File: config.mk
export PLATFORM = sky130hd
export DESIGN_NAME = mem_access_controller
export DESIGN_NICKNAME = d
export VERILOG_FILES = /design/src/rtl/mem_ctrl_pkg.sv /design/src/rtl/stack_pointer.sv /design/src/rtl/mem_access_controller.sv
export SDC_FILE = /design/constraint.sdc
export NUM_CORES = 1
export LEC_CHECK = 0
export BUFFER_PORTS_ARGS = -buffer_cell sky130_fd_sc_hd__buf_2
export CAP_MARGIN = 10
export CORE_MARGIN = 3
export CORE_UTILIZATION = 53
export CTS_BUF_LIST = sky130_fd_sc_hd__clkbuf_2 sky130_fd_sc_hd__clkbuf_4 sky130_fd_sc_hd__clkbuf_8
export CTS_CLUSTER_DIAMETER = 60
export DETAILED_ROUTE_END_ITERATION = 8
export GPL_TIMING_DRIVEN = 0
export HOLD_SLACK_MARGIN = 0.03
export MAX_ROUTING_LAYER = met4
export PLACE_DENSITY = 0.8
export SKIP_LAST_GASP = 1
export SLEW_MARGIN = 20
export SYNTH_ARGS = -nofsm -noshare
export SYNTH_HDL_FRONTEND = slang
export SYNTH_HIERARCHICAL = 1
export SYNTH_SLANG_ARGS = --single-unit
File: constraint.sdc
create_clock -name i_clk -period 3.6 [get_ports i_clk]
set_input_delay 0.18 -clock i_clk [delete_from_list [all_inputs] [get_ports i_clk]]
set_output_delay 0.18 -clock i_clk [all_outputs]
set_load 0.01 [all_outputs]
File: src/rtl/mem_ctrl_pkg.sv
// Shared opcodes, FSM encoding and defaults for the data-memory access controller.
package mem_ctrl_pkg;

    localparam logic [2:0] OP_LOAD   = 3'd0;
    localparam logic [2:0] OP_STORE  = 3'd1;
    localparam logic [2:0] OP_PUSH   = 3'd2;
    localparam logic [2:0] OP_POP    = 3'd3;
    localparam logic [2:0] OP_PUSH32 = 3'd4;
    localparam logic [2:0] OP_POP32  = 3'd5;

    localparam int          MEM_DEPTH_DEF = 4096;
    localparam logic [15:0] STACK_TOP_DEF = 16'h0FFF;

    typedef enum logic [1:0] {
        ST_IDLE = 2'd0,
        ST_ACC0 = 2'd1,
        ST_ACC1 = 2'd2,
        ST_ERR  = 2'd3
    } state_e;

    // Number of memory words an operation touches.
    function automatic logic [1:0] word_count(input logic [2:0] op);
        return ((op == OP_PUSH32) || (op == OP_POP32)) ? 2'd2 : 2'd1;
    endfunction

endpackage

File: src/rtl/stack_pointer.sv
// Stack pointer register with push/pop legality checks and a commit strobe.
module stack_pointer
    import mem_ctrl_pkg::*;
#(
    parameter int                    ADDR_WIDTH = 16,
    parameter logic [ADDR_WIDTH-1:0] STACK_TOP  = STACK_TOP_DEF
) (
    input  logic                  i_clk,
    input  logic                  i_rst_n,
    input  logic                  i_commit,
    input  logic [2:0]            i_op,
    output logic [ADDR_WIDTH-1:0] o_sp,
    output logic [ADDR_WIDTH-1:0] o_sp_p1,
    output logic [ADDR_WIDTH-1:0] o_sp_p2,
    output logic [ADDR_WIDTH-1:0] o_sp_m1,
    output logic                  o_push_ok,
    output logic                  o_push32_ok,
    output logic                  o_pop_ok,
    output logic                  o_pop32_ok
);

    localparam logic [ADDR_WIDTH-1:0] ONE = ADDR_WIDTH'(1);
    localparam logic [ADDR_WIDTH-1:0] TWO = ADDR_WIDTH'(2);

    logic [ADDR_WIDTH-1:0] sp_q, sp_d;

    // SP points at the next free slot; all arithmetic wraps at ADDR_WIDTH bits.
    assign o_sp        = sp_q;
    assign o_sp_p1     = sp_q + ONE;
    assign o_sp_p2     = sp_q + TWO;
    assign o_sp_m1     = sp_q - ONE;
    assign o_push_ok   = (sp_q != '1);
    assign o_push32_ok = (sp_q >= ONE);
    assign o_pop_ok    = (o_sp_p1 <= STACK_TOP);
    assign o_pop32_ok  = (o_sp_p2 <= STACK_TOP);

    // Apply the op's SP adjustment when the access sequence completes.
    always_comb begin
        sp_d = sp_q;
        if (i_commit) begin
            case (i_op)
                OP_PUSH:   sp_d = o_sp_m1;
                OP_POP:    sp_d = o_sp_p1;
                OP_PUSH32: sp_d = sp_q - TWO;
                OP_POP32:  sp_d = o_sp_p2;
                default:   sp_d = sp_q;
            endcase
        end
    end

    // SP register; reset restores the empty-stack value.
    always_ff @(posedge i_clk or negedge i_rst_n) begin
        if (!i_rst_n) sp_q <= STACK_TOP;
        else          sp_q <= sp_d;
    end

endmodule

File: src/rtl/mem_access_controller.sv
// Turns one pipeline memory request into one or two single-word data-memory
// accesses, owns the stack pointer and reports completion or error.
//
// Handshake: a request is taken on the posedge where i_req_valid && o_ready.
// o_ready is high only in IDLE; a request presented while o_ready is low is
// ignored, not queued. o_resp_valid pulses for exactly one cycle per accepted
// request and qualifies o_error; o_resp_data holds until the next response.
module mem_access_controller
    import mem_ctrl_pkg::*;
#(
    parameter int                    DATA_WIDTH = 16,
    parameter int                    ADDR_WIDTH = 16,
    parameter int                    MEM_DEPTH  = MEM_DEPTH_DEF,
    parameter logic [ADDR_WIDTH-1:0] STACK_TOP  = STACK_TOP_DEF
) (
    input  logic                    i_clk,
    input  logic                    i_rst_n,
    input  logic                    i_req_valid,
    input  logic [2:0]              i_op,
    input  logic [ADDR_WIDTH-1:0]   i_addr,
    input  logic [2*DATA_WIDTH-1:0] i_data,
    output logic                    o_ready,
    output logic                    o_resp_valid,
    output logic [2*DATA_WIDTH-1:0] o_resp_data,
    output logic                    o_error,
    output logic [ADDR_WIDTH-1:0]   o_sp,
    output logic [ADDR_WIDTH-1:0]   o_mem_address,
    output logic [DATA_WIDTH-1:0]   o_mem_write_data,
    output logic                    o_mem_read,
    output logic                    o_mem_write,
    input  logic [DATA_WIDTH-1:0]   i_mem_read_data
);

    localparam logic [ADDR_WIDTH:0] DEPTH_W = (ADDR_WIDTH+1)'(MEM_DEPTH);

    state_e                  state_q, state_d;
    logic [2:0]              op_q, op_d;
    logic [ADDR_WIDTH-1:0]   addr1_q, addr1_d;
    logic [DATA_WIDTH-1:0]   wdata1_q, wdata1_d;
    logic [DATA_WIDTH-1:0]   rd_lo_q, rd_lo_d;
    logic [ADDR_WIDTH-1:0]   mem_addr_q, mem_addr_d;
    logic [DATA_WIDTH-1:0]   mem_wdata_q, mem_wdata_d;
    logic                    mem_read_q, mem_read_d;
    logic                    mem_write_q, mem_write_d;
    logic                    resp_valid_q, resp_valid_d;
    logic                    error_q, error_d;
    logic [2*DATA_WIDTH-1:0] resp_data_q, resp_data_d;
    logic                    commit;

    logic [ADDR_WIDTH-1:0]   sp, sp_p1, sp_p2, sp_m1;
    logic                    push_ok, push32_ok, pop_ok, pop32_ok;

    logic                    dec_legal, dec_read;
    logic [ADDR_WIDTH-1:0]   dec_a0, dec_a1;
    logic [DATA_WIDTH-1:0]   dec_w0, dec_w1;
    logic                    addr_in_range;

    stack_pointer #(
        .ADDR_WIDTH (ADDR_WIDTH),
        .STACK_TOP  (STACK_TOP)
    ) u_sp (
        .i_clk       (i_clk),
        .i_rst_n     (i_rst_n),
        .i_commit    (commit),
        .i_op        (op_q),
        .o_sp        (sp),
        .o_sp_p1     (sp_p1),
        .o_sp_p2     (sp_p2),
        .o_sp_m1     (sp_m1),
        .o_push_ok   (push_ok),
        .o_push32_ok (push32_ok),
        .o_pop_ok    (pop_ok),
        .o_pop32_ok  (pop32_ok)
    );

    assign addr_in_range    = ({1'b0, i_addr} < DEPTH_W);
    assign o_ready          = (state_q == ST_IDLE);
    assign o_resp_valid     = resp_valid_q;
    assign o_resp_data      = resp_data_q;
    assign o_error          = error_q;
    assign o_sp             = sp;
    assign o_mem_address    = mem_addr_q;
    assign o_mem_write_data = mem_wdata_q;
    assign o_mem_read       = mem_read_q;
    assign o_mem_write      = mem_write_q;

    // Decode the incoming request: legality, direction and both word addresses/data.
    always_comb begin
        dec_legal = 1'b0;
        dec_read  = 1'b0;
        dec_a0    = i_addr;
        dec_a1    = i_addr;
        dec_w0    = i_data[DATA_WIDTH-1:0];
        dec_w1    = i_data[DATA_WIDTH-1:0];
        case (i_op)
            OP_LOAD:   begin dec_legal = addr_in_range; dec_read = 1'b1; end
            OP_STORE:  begin dec_legal = addr_in_range; end
            OP_PUSH:   begin dec_legal = push_ok; dec_a0 = sp; end
            OP_POP:    begin dec_legal = pop_ok; dec_read = 1'b1; dec_a0 = sp_p1; end
            OP_PUSH32: begin
                dec_legal = push32_ok;
                dec_a0    = sp;
                dec_a1    = sp_m1;
                dec_w0    = i_data[2*DATA_WIDTH-1:DATA_WIDTH];
            end
            OP_POP32:  begin
                dec_legal = pop32_ok;
                dec_read  = 1'b1;
                dec_a0    = sp_p1;
                dec_a1    = sp_p2;
            end
            default:   dec_legal = 1'b0;
        endcase
    end

    // FSM next state, memory controls and response generation.
    always_comb begin
        state_d      = state_q;
        op_d         = op_q;
        addr1_d      = addr1_q;
        wdata1_d     = wdata1_q;
        rd_lo_d      = rd_lo_q;
        mem_addr_d   = mem_addr_q;
        mem_wdata_d  = mem_wdata_q;
        mem_read_d   = 1'b0;
        mem_write_d  = 1'b0;
        resp_valid_d = 1'b0;
        error_d      = 1'b0;
        resp_data_d  = resp_data_q;
        commit       = 1'b0;
        case (state_q)
            ST_IDLE: begin
                if (i_req_valid) begin
                    op_d = i_op;
                    if (dec_legal) begin
                        state_d     = ST_ACC0;
                        mem_addr_d  = dec_a0;
                        mem_wdata_d = dec_read ? mem_wdata_q : dec_w0;
                        mem_read_d  = dec_read;
                        mem_write_d = !dec_read;
                        addr1_d     = dec_a1;
                        wdata1_d    = dec_w1;
                    end else begin
                        state_d = ST_ERR;
                    end
                end
            end
            ST_ACC0: begin
                if (word_count(op_q) == 2'd2) begin
                    state_d     = ST_ACC1;
                    rd_lo_d     = mem_read_q ? i_mem_read_data : rd_lo_q;
                    mem_addr_d  = addr1_q;
                    mem_wdata_d = mem_write_q ? wdata1_q : mem_wdata_q;
                    mem_read_d  = mem_read_q;
                    mem_write_d = mem_write_q;
                end else begin
                    state_d      = ST_IDLE;
                    resp_valid_d = 1'b1;
                    resp_data_d  = mem_read_q ? {{DATA_WIDTH{1'b0}}, i_mem_read_data} : '0;
                    commit       = 1'b1;
                end
            end
            ST_ACC1: begin
                state_d      = ST_IDLE;
                resp_valid_d = 1'b1;
                resp_data_d  = mem_read_q ? {i_mem_read_data, rd_lo_q} : '0;
                commit       = 1'b1;
            end
            ST_ERR: begin
                state_d      = ST_IDLE;
                resp_valid_d = 1'b1;
                error_d      = 1'b1;
                resp_data_d  = '0;
            end
            default: state_d = ST_IDLE;
        endcase
    end

    // State and registered outputs; reset aborts any access in flight.
    always_ff @(posedge i_clk or negedge i_rst_n) begin
        if (!i_rst_n) begin
            state_q      <= ST_IDLE;
            op_q         <= OP_LOAD;
            addr1_q      <= '0;
            wdata1_q     <= '0;
            rd_lo_q      <= '0;
            mem_addr_q   <= '0;
            mem_wdata_q  <= '0;
            mem_read_q   <= 1'b0;
            mem_write_q  <= 1'b0;
            resp_valid_q <= 1'b0;
            error_q      <= 1'b0;
            resp_data_q  <= '0;
        end else begin
            state_q      <= state_d;
            op_q         <= op_d;
            addr1_q      <= addr1_d;
            wdata1_q     <= wdata1_d;
            rd_lo_q      <= rd_lo_d;
            mem_addr_q   <= mem_addr_d;
            mem_wdata_q  <= mem_wdata_d;
            mem_read_q   <= mem_read_d;
            mem_write_q  <= mem_write_d;
            resp_valid_q <= resp_valid_d;
            error_q      <= error_d;
            resp_data_q  <= resp_data_d;
        end
    end

endmodule

==> results.toml, run 1 <==
[run_status]
status = "complete, no violations"

[die]
die_h_um = 132.0
die_area_um2 = 17440
start_util_pct = 54.78
rows = 45
die_w_um = 132.0
coreArea_um2 = 15370
io_pins = 155

[setup_path]
arrival_ns = 3.81
path_max_fanout = 10
cp_slowest_stage_delay_ns = 0.45
r2r.worst_path.cells = 13
crit_path_end_kind = "flip-flop"
startpoint_type = "flip-flop"
critPathKind = "flip-flop to flip-flop"
path_cells = "buf_4 > inv_4 > ha_2 > or3b_4 > nor2_4 > nand2_1 > a2111o_1 > a22o_4 > o31ai_4 > a221o_1 > buf_6 > buf_8 > mux2_4"
cp.required_ns = 3.93
slowest_stage = "or3b_4"
regToRegSetupSlack_ns = 0.12
rr_startpoint = "u_sp/o_sp[0]$_DFFE_PN1P_"
r2r-end = "o_mem_write_data[14]$_DFFE_PN0P_"

[clock_tree]
clk_path_buf_depth = 2
path_clk_slew_ns = 0.08
cts_root_buffer = "clkbuf_8"
clk_latency_ns = 0.46
cts.sinks = 137
cts_max_level = 4
cts_tree = "yes"
numCtsBuffers = 17

[hold_path]
worstHoldStart = "i_addr[5]"
holdPathEnd = "addr1_q[5]$_DFFE_PN0P_"
hold_path_depth = 3
hold_path.class = "input pin to flip-flop"

[job]
cap_violations = 0

[yosys]
synth_edf_count = 0
seq_area_frac_synth_pct = 40.89
synth_fa_ha_area_share_pct = 1.486
synth_top_area_share_pct = 37.15
synth-xor-area-share_pct = 5.409
synth_compound_area_share_pct = 16.20
netlist_instances = 909
async_flop_share_pct = 100.0
syn_area_um2 = 8421
yosys.cell_count.top_type = "dfrtp_1"
ys_ff_latch = 137
synth_top_family_by_area = "simple AND/OR/NAND/NOR gates"
yosysTopAreaCell = "dfrtp_1"
synthSimpleGateAreaFrac_pct = 17.36
ys_dominant_reg_cell = "dfrtp_1"
synthTopCellsByCount = "dfrtp_1, nand2_1, nor2_1"
syn_avg_cell_area_um2 = 9.264
synthMuxAreaShare_pct = 13.58
synth.area.top_cells = "dfrtp_1, mux2i_1, mux2_2"
yosysUniqueCellTypes = 70
syn-num-nets = 989
synth_warnings = 6

[sta]
fin_ws_ns = 0.1246
slew-limit-headroom_pct = 36.09
fin_crit_sh_pct = 96.54
fmax_mhz = 287.7
worstMarginPinSlew_ns = 0.9586
finalMaxSlewViolations = 0
hold_viol_final = 0
tns_ns = 0
min_period_ns = 3.475
skew_ns = 0.01564
fin_hold_ws_ns = 0.04531
setup_viol = 0

[route]
drcViolationCount = 0
dr.pass1.iters = 5
wl_per_cell_um = 18.78
vias = 7833
drt_wl_total_mm = 25.56
antenna_left = 0
drt_iter0_drc = 621
avgViaCountPerCell = 5.755

[place]
place.gp.congestion = 0.9886
dp_slack_ns = -0.5696
numPortBuffers = 153
dpl-instance-area_um2 = 9488
post-dp-hpwl_mm = 18.23

[cells_and_area]
antenna_cells = 0
nNetsFinal = 1217
multi_input_area_um2 = 4618
area_growth_pct = 24.73
regArea_um2 = 3443
final_area_um2 = 10500
fillCellCount = 1200
drive_gt1_share_pct = 28.09

[global_route]
grt_usage_pct = 30.20
grt_pass1_vias = 7901
grt_max_degree = 86
grt-ovfl-total = 0
antenna_found_initial = 0
grt_pass1_wl_mm = 41.19

[power_and_ir_drop]
p_leak_uw = 0.004854
ir_drop_mv = 0.5328
pwr_density_cell_nw_per_um2 = 769.7
[registers in the layout, indices dropped and copies added (netlist names)]
name / count
addr1_q: 16
op_q: 3
o_resp_data: 32
rd_lo_q: 16
u_sp/o_sp: 16
o_mem_address: 16
o_error: 1
o_mem_write_data: 16
o_resp_valid: 1
state_q: 2
wdata1_q: 16
o_mem_read: 1
o_mem_write: 1
[layout make-up]
type | instances | area share, %
plain buffers | 74 | 3.562
clock buffers | 21 | 2.752
clock inverters | 11 | 1.120
inverters | 16 | 0.5957
multi-input cells | 681 | 43.97
flip-flops and latches | 137 | 32.79
well taps | 211 | 2.514
repair buffers | 210 | 12.70
[cell families after synthesis]
family	Yosys count
AO/OA/AOI/OAI	208
XOR/XNOR	52
multiplexers	104
adder cells (fa/ha/maj)	10
AND/OR/NAND/NOR	307
buffers and inverters	91
flip-flops	137
[routing by layer]
layer	vias up	share of wire, %	GRT usage (%)
met5	-	0	-
met4	0	3.6	13.19
met3	81	7.0	5.000
met2	360	49	49.91
met1	3713	41	36.65
li1	3679	-	-
[repair_timing]
item | in CTS | in global routing
buffers inserted | 2 | 10
gates resized for setup | 10 | 13
setup endpoints to repair | 67 | 50
pin swaps | 2 | 4
hold buffers | 44 | 0
hold endpoints to repair | 147 | 0
[worst max-delay path by stage]
stage                     slack, ns                          endpoint                      from  depth (start not counted)
final                          0.12  o_mem_write_data[14]$_DFFE_PN0P_  u_sp/o_sp[0]$_DFFE_PN1P_                         13
after global routing          -0.01  o_mem_write_data[14]$_DFFE_PN0P_  u_sp/o_sp[3]$_DFFE_PN1P_                         13
after CTS                      0.03   o_mem_write_data[9]$_DFFE_PN0P_  u_sp/o_sp[3]$_DFFE_PN1P_                         13
after detailed placement      -0.57   o_mem_write_data[9]$_DFFE_PN0P_  u_sp/o_sp[0]$_DFFE_PN1P_                         14
after global placement        -0.59   o_mem_write_data[0]$_DFFE_PN0P_  u_sp/o_sp[0]$_DFFE_PN1P_                         14
after floorplan                0.08   o_mem_write_data[0]$_DFFE_PN0P_  u_sp/o_sp[0]$_DFFE_PN1P_                         14
[cells in the final DEF (no fill, tap or decap), types with 6 or more instances in the layout]
master         count
mux2i_1           52
a21oi_1           51
mux2_4            10
inv_1             14
buf_1              6
dfrtp_1          125
buf_2            167
nand3_1           27
dfstp_2           12
a221oi_1          17
a22oi_1           11
clkbuf_8          21
nor4_1             7
a211oi_1          17
xnor2_1           24
nor2_1            96
buf_4             18
ha_1               8
dlygate4sd3_1     44
clkbuf_1          36
mux2_2            42
nor3_1             9
nand2b_1           7
o21ai_0           65
xor2_1            28
a22o_1             6
nand2_1          113
nor2b_1            6
[critical path, delay by kind of cell (launching register included)]
kind	cells	cell delay, ns
fa+ha+maj	1	0.23
simple gates	3	0.67
flops	1	0.41
mux	1	0.31
compound gates	4	1.08
buf+inv	4	0.63
[where the power goes]
part,switching [uW],internal (uW)
clock,620,687
sequential,392,2160
combinational,2550,1670
[per-stage QoR]
step	power, uW	std cells	utilization (%)
floorplan	5279	909	-
global placement	6462	1273	61.48
detailed placement	6567	1274	61.73
CTS	7947	1351	67.50
global route	8620	1361	68.33
finish	8084	1361	68.33
Note: power is estimated with default switching activity, not from simulation.
==> run 2, diff against run 1 <==
--- a/config.mk
+++ b/config.mk
@@ -16,6 +16,7 @@
 export HOLD_SLACK_MARGIN = 0.03
 export MAX_ROUTING_LAYER = met4
 export PLACE_DENSITY = 0.8
+export RECOVER_POWER = 25
 export SKIP_LAST_GASP = 1
 export SLEW_MARGIN = 20
 export SYNTH_ARGS = -nofsm -noshare
==> results.toml, run 2 (same netlist as run 1, synthesis figures left out) <==
[die]
coreArea_um2 = 15370
die_h_um = 132.0
die_area_um2 = 17440
io_pins = 155
start_util_pct = 54.78
die_w_um = 132.0
rows = 45

[cells_and_area]
nNetsFinal = 1217
final_common_cell = "buf_2"
regArea_um2 = 3443
multi_input_area_um2 = 4618
drive_gt1_share_pct = 28.09
fillCellCount = 1201
area_growth_pct = 24.61
antenna_cells = 0
utilization_pct = 68.26
largest_reg_flops = 32
layout_common_cells = "buf_2, dfrtp_1, nand2_1, nor2_1, o21ai_0"

[route]
antenna_left = 0
vias = 7836
drt_iter0_drc = 621
drcViolationCount = 0
dr.pass1.iters = 5
avgViaCountPerCell = 5.758
wl_per_cell_um = 18.79
drt_wl_total_mm = 25.57

[clock_tree]
numCtsBuffers = 17
cts_tree = "yes"
cts_max_level = 4
cts_root_buffer = "clkbuf_8"
clk_latency_ns = 0.46
path_clk_slew_ns = 0.08
clk_path_buf_depth = 2
cts.sinks = 137

[global_route]
grt-ovfl-total = 0
grt_max_degree = 86
grt_usage_pct = 30.20
grt_pass1_wl_mm = 41.19
antenna_found_initial = 0
grt_pass1_vias = 7901

[place]
post-dp-hpwl_mm = 18.23
numPortBuffers = 153
place.gp.congestion = 0.9886

[sta]
finalMaxSlewViolations = 85
fin_crit_sh_pct = 96.58
slew-limit-headroom_pct = -44.18
min_period_ns = 3.477
setup_viol = 0
skew_ns = 0.01584
fin_hold_ws_ns = 0.04814
worstMarginPinSlew_ns = 2.163
tns_ns = 0
hold_viol_final = 0
fmax_mhz = 287.6

[power_and_ir_drop]
p_leak_uw = 0.004851
power_frac_seq_pct = 31.6
ir_drop_mv = 0.5333
pwr_density_cell_nw_per_um2 = 770.3
switching_power_uw = 3566
combPwrFrac_pct = 52.3
p_int_uw = 4517
p_clk_share_pct = 16.2
p_sw_share_pct = 44.12

[setup_path]
arrival_ns = 3.81
cp.required_ns = 3.93
path_max_fanout = 10
startpoint_type = "flip-flop"
crit_path_end_kind = "flip-flop"
critPathKind = "flip-flop to flip-flop"

[run_status]
status = "finished with violations"
violations = "max-capacitance violations, max-slew violations"

[hold_path]
hold_path.class = "input pin to flip-flop"

[job]
cap_violations = 1
## run 2: cell types whose count changed in the layout (fill, tap and decap cells not counted)
cell and delta:
buf_8 -1, clkbuf_2 +1
## run 2: power groups by stage
stage / Sequential, uW / Clock [uW] / Combinational (uW)
final: 2550 / 1310 / 4220
after global routing: 2630 / 1390 / 4600
after CTS: 2530 / 1320 / 4100
after global placement: 2530 / 0 / 3930
after detailed placement: 2560 / 0 / 4010
after floorplan: 2640 / 0 / 2640
## run 2: metal layers
layer | GRT usage, % | up-vias | routed length (um)
met5 | - | - | 0
met4 | 13.19 | 0 | 902
met3 | 5.000 | 76 | 1688
met2 | 49.91 | 353 | 12470
met1 | 36.65 | 3727 | 10510
li1 | - | 3680 | -
## run 2: path summary, 6_finish.rpt
kind | from | to | slack [ns] | cells after the start
setup / recovery | u_sp/o_sp[0]$_DFFE_PN1P_ | o_mem_write_data[14]$_DFFE_PN0P_ | 0.12 | 13
hold / removal | i_addr[5] | addr1_q[5]$_DFFE_PN0P_ | 0.05 | 3
setup reg to reg | u_sp/o_sp[0]$_DFFE_PN1P_ | o_mem_write_data[14]$_DFFE_PN0P_ | 0.12 | 13
hold reg to reg | o_resp_data[31]$_DFFE_PN0P_ | o_resp_data[31]$_DFFE_PN0P_ | 0.46 | 2
max in group asynchronous | i_rst_n | o_mem_write_data[2]$_DFFE_PN0P_ | 1.43 | 2
min in group asynchronous | i_rst_n | o_mem_write_data[0]$_DFFE_PN0P_ | 0.91 | 2
## run 2: what timing repair did
action | CTS | global route
setup buffers | 2 | 10
gates cloned | 0 | 0
hold buffers | 44 | 0
pin swaps | 2 | 4
setup endpoints to repair | 67 | 50
gates resized for setup | 10 | 13
endpoints found under the hold margin | 147 | 0
## run 2: through the flow
step	setup WS [ns]	total power (uW)	area, um2	cells
6_report	0.1230	8083	10490	1361
5_1_grt	-0.01049	8619	10490	1361
4_1_cts	0.02935	7947	10380	1351
3_5_place_dp	-0.5696	6567	9488	1274
3_3_place_gp	-0.5911	6462	9450	1273
2_1_floorplan	0.08151	5279	8421	909
## run 2: layout make-up
| type | count | area share [%] |
|---|---|---|
| repair buffers | 210 | 12.62 |
| well taps | 211 | 2.516 |
| clock inverters | 11 | 1.121 |
| plain buffers | 74 | 3.565 |
| clock buffers | 21 | 2.755 |
| inverters | 16 | 0.5962 |
| flip-flops and latches | 137 | 32.82 |
| multi-input cells | 681 | 44.01 |
## run 2: critical path, stage by stage (launching register included)
cell and delay (ns):
dfstp_2 0.41, buf_4 0.21, inv_4 0.11, ha_2 0.23, or3b_4 0.45, nor2_4 0.12, nand2_1 0.11, a2111o_1 0.38
a22o_4 0.29, o31ai_4 0.25, a221o_1 0.16, buf_6 0.15, buf_8 0.17, mux2_4 0.31
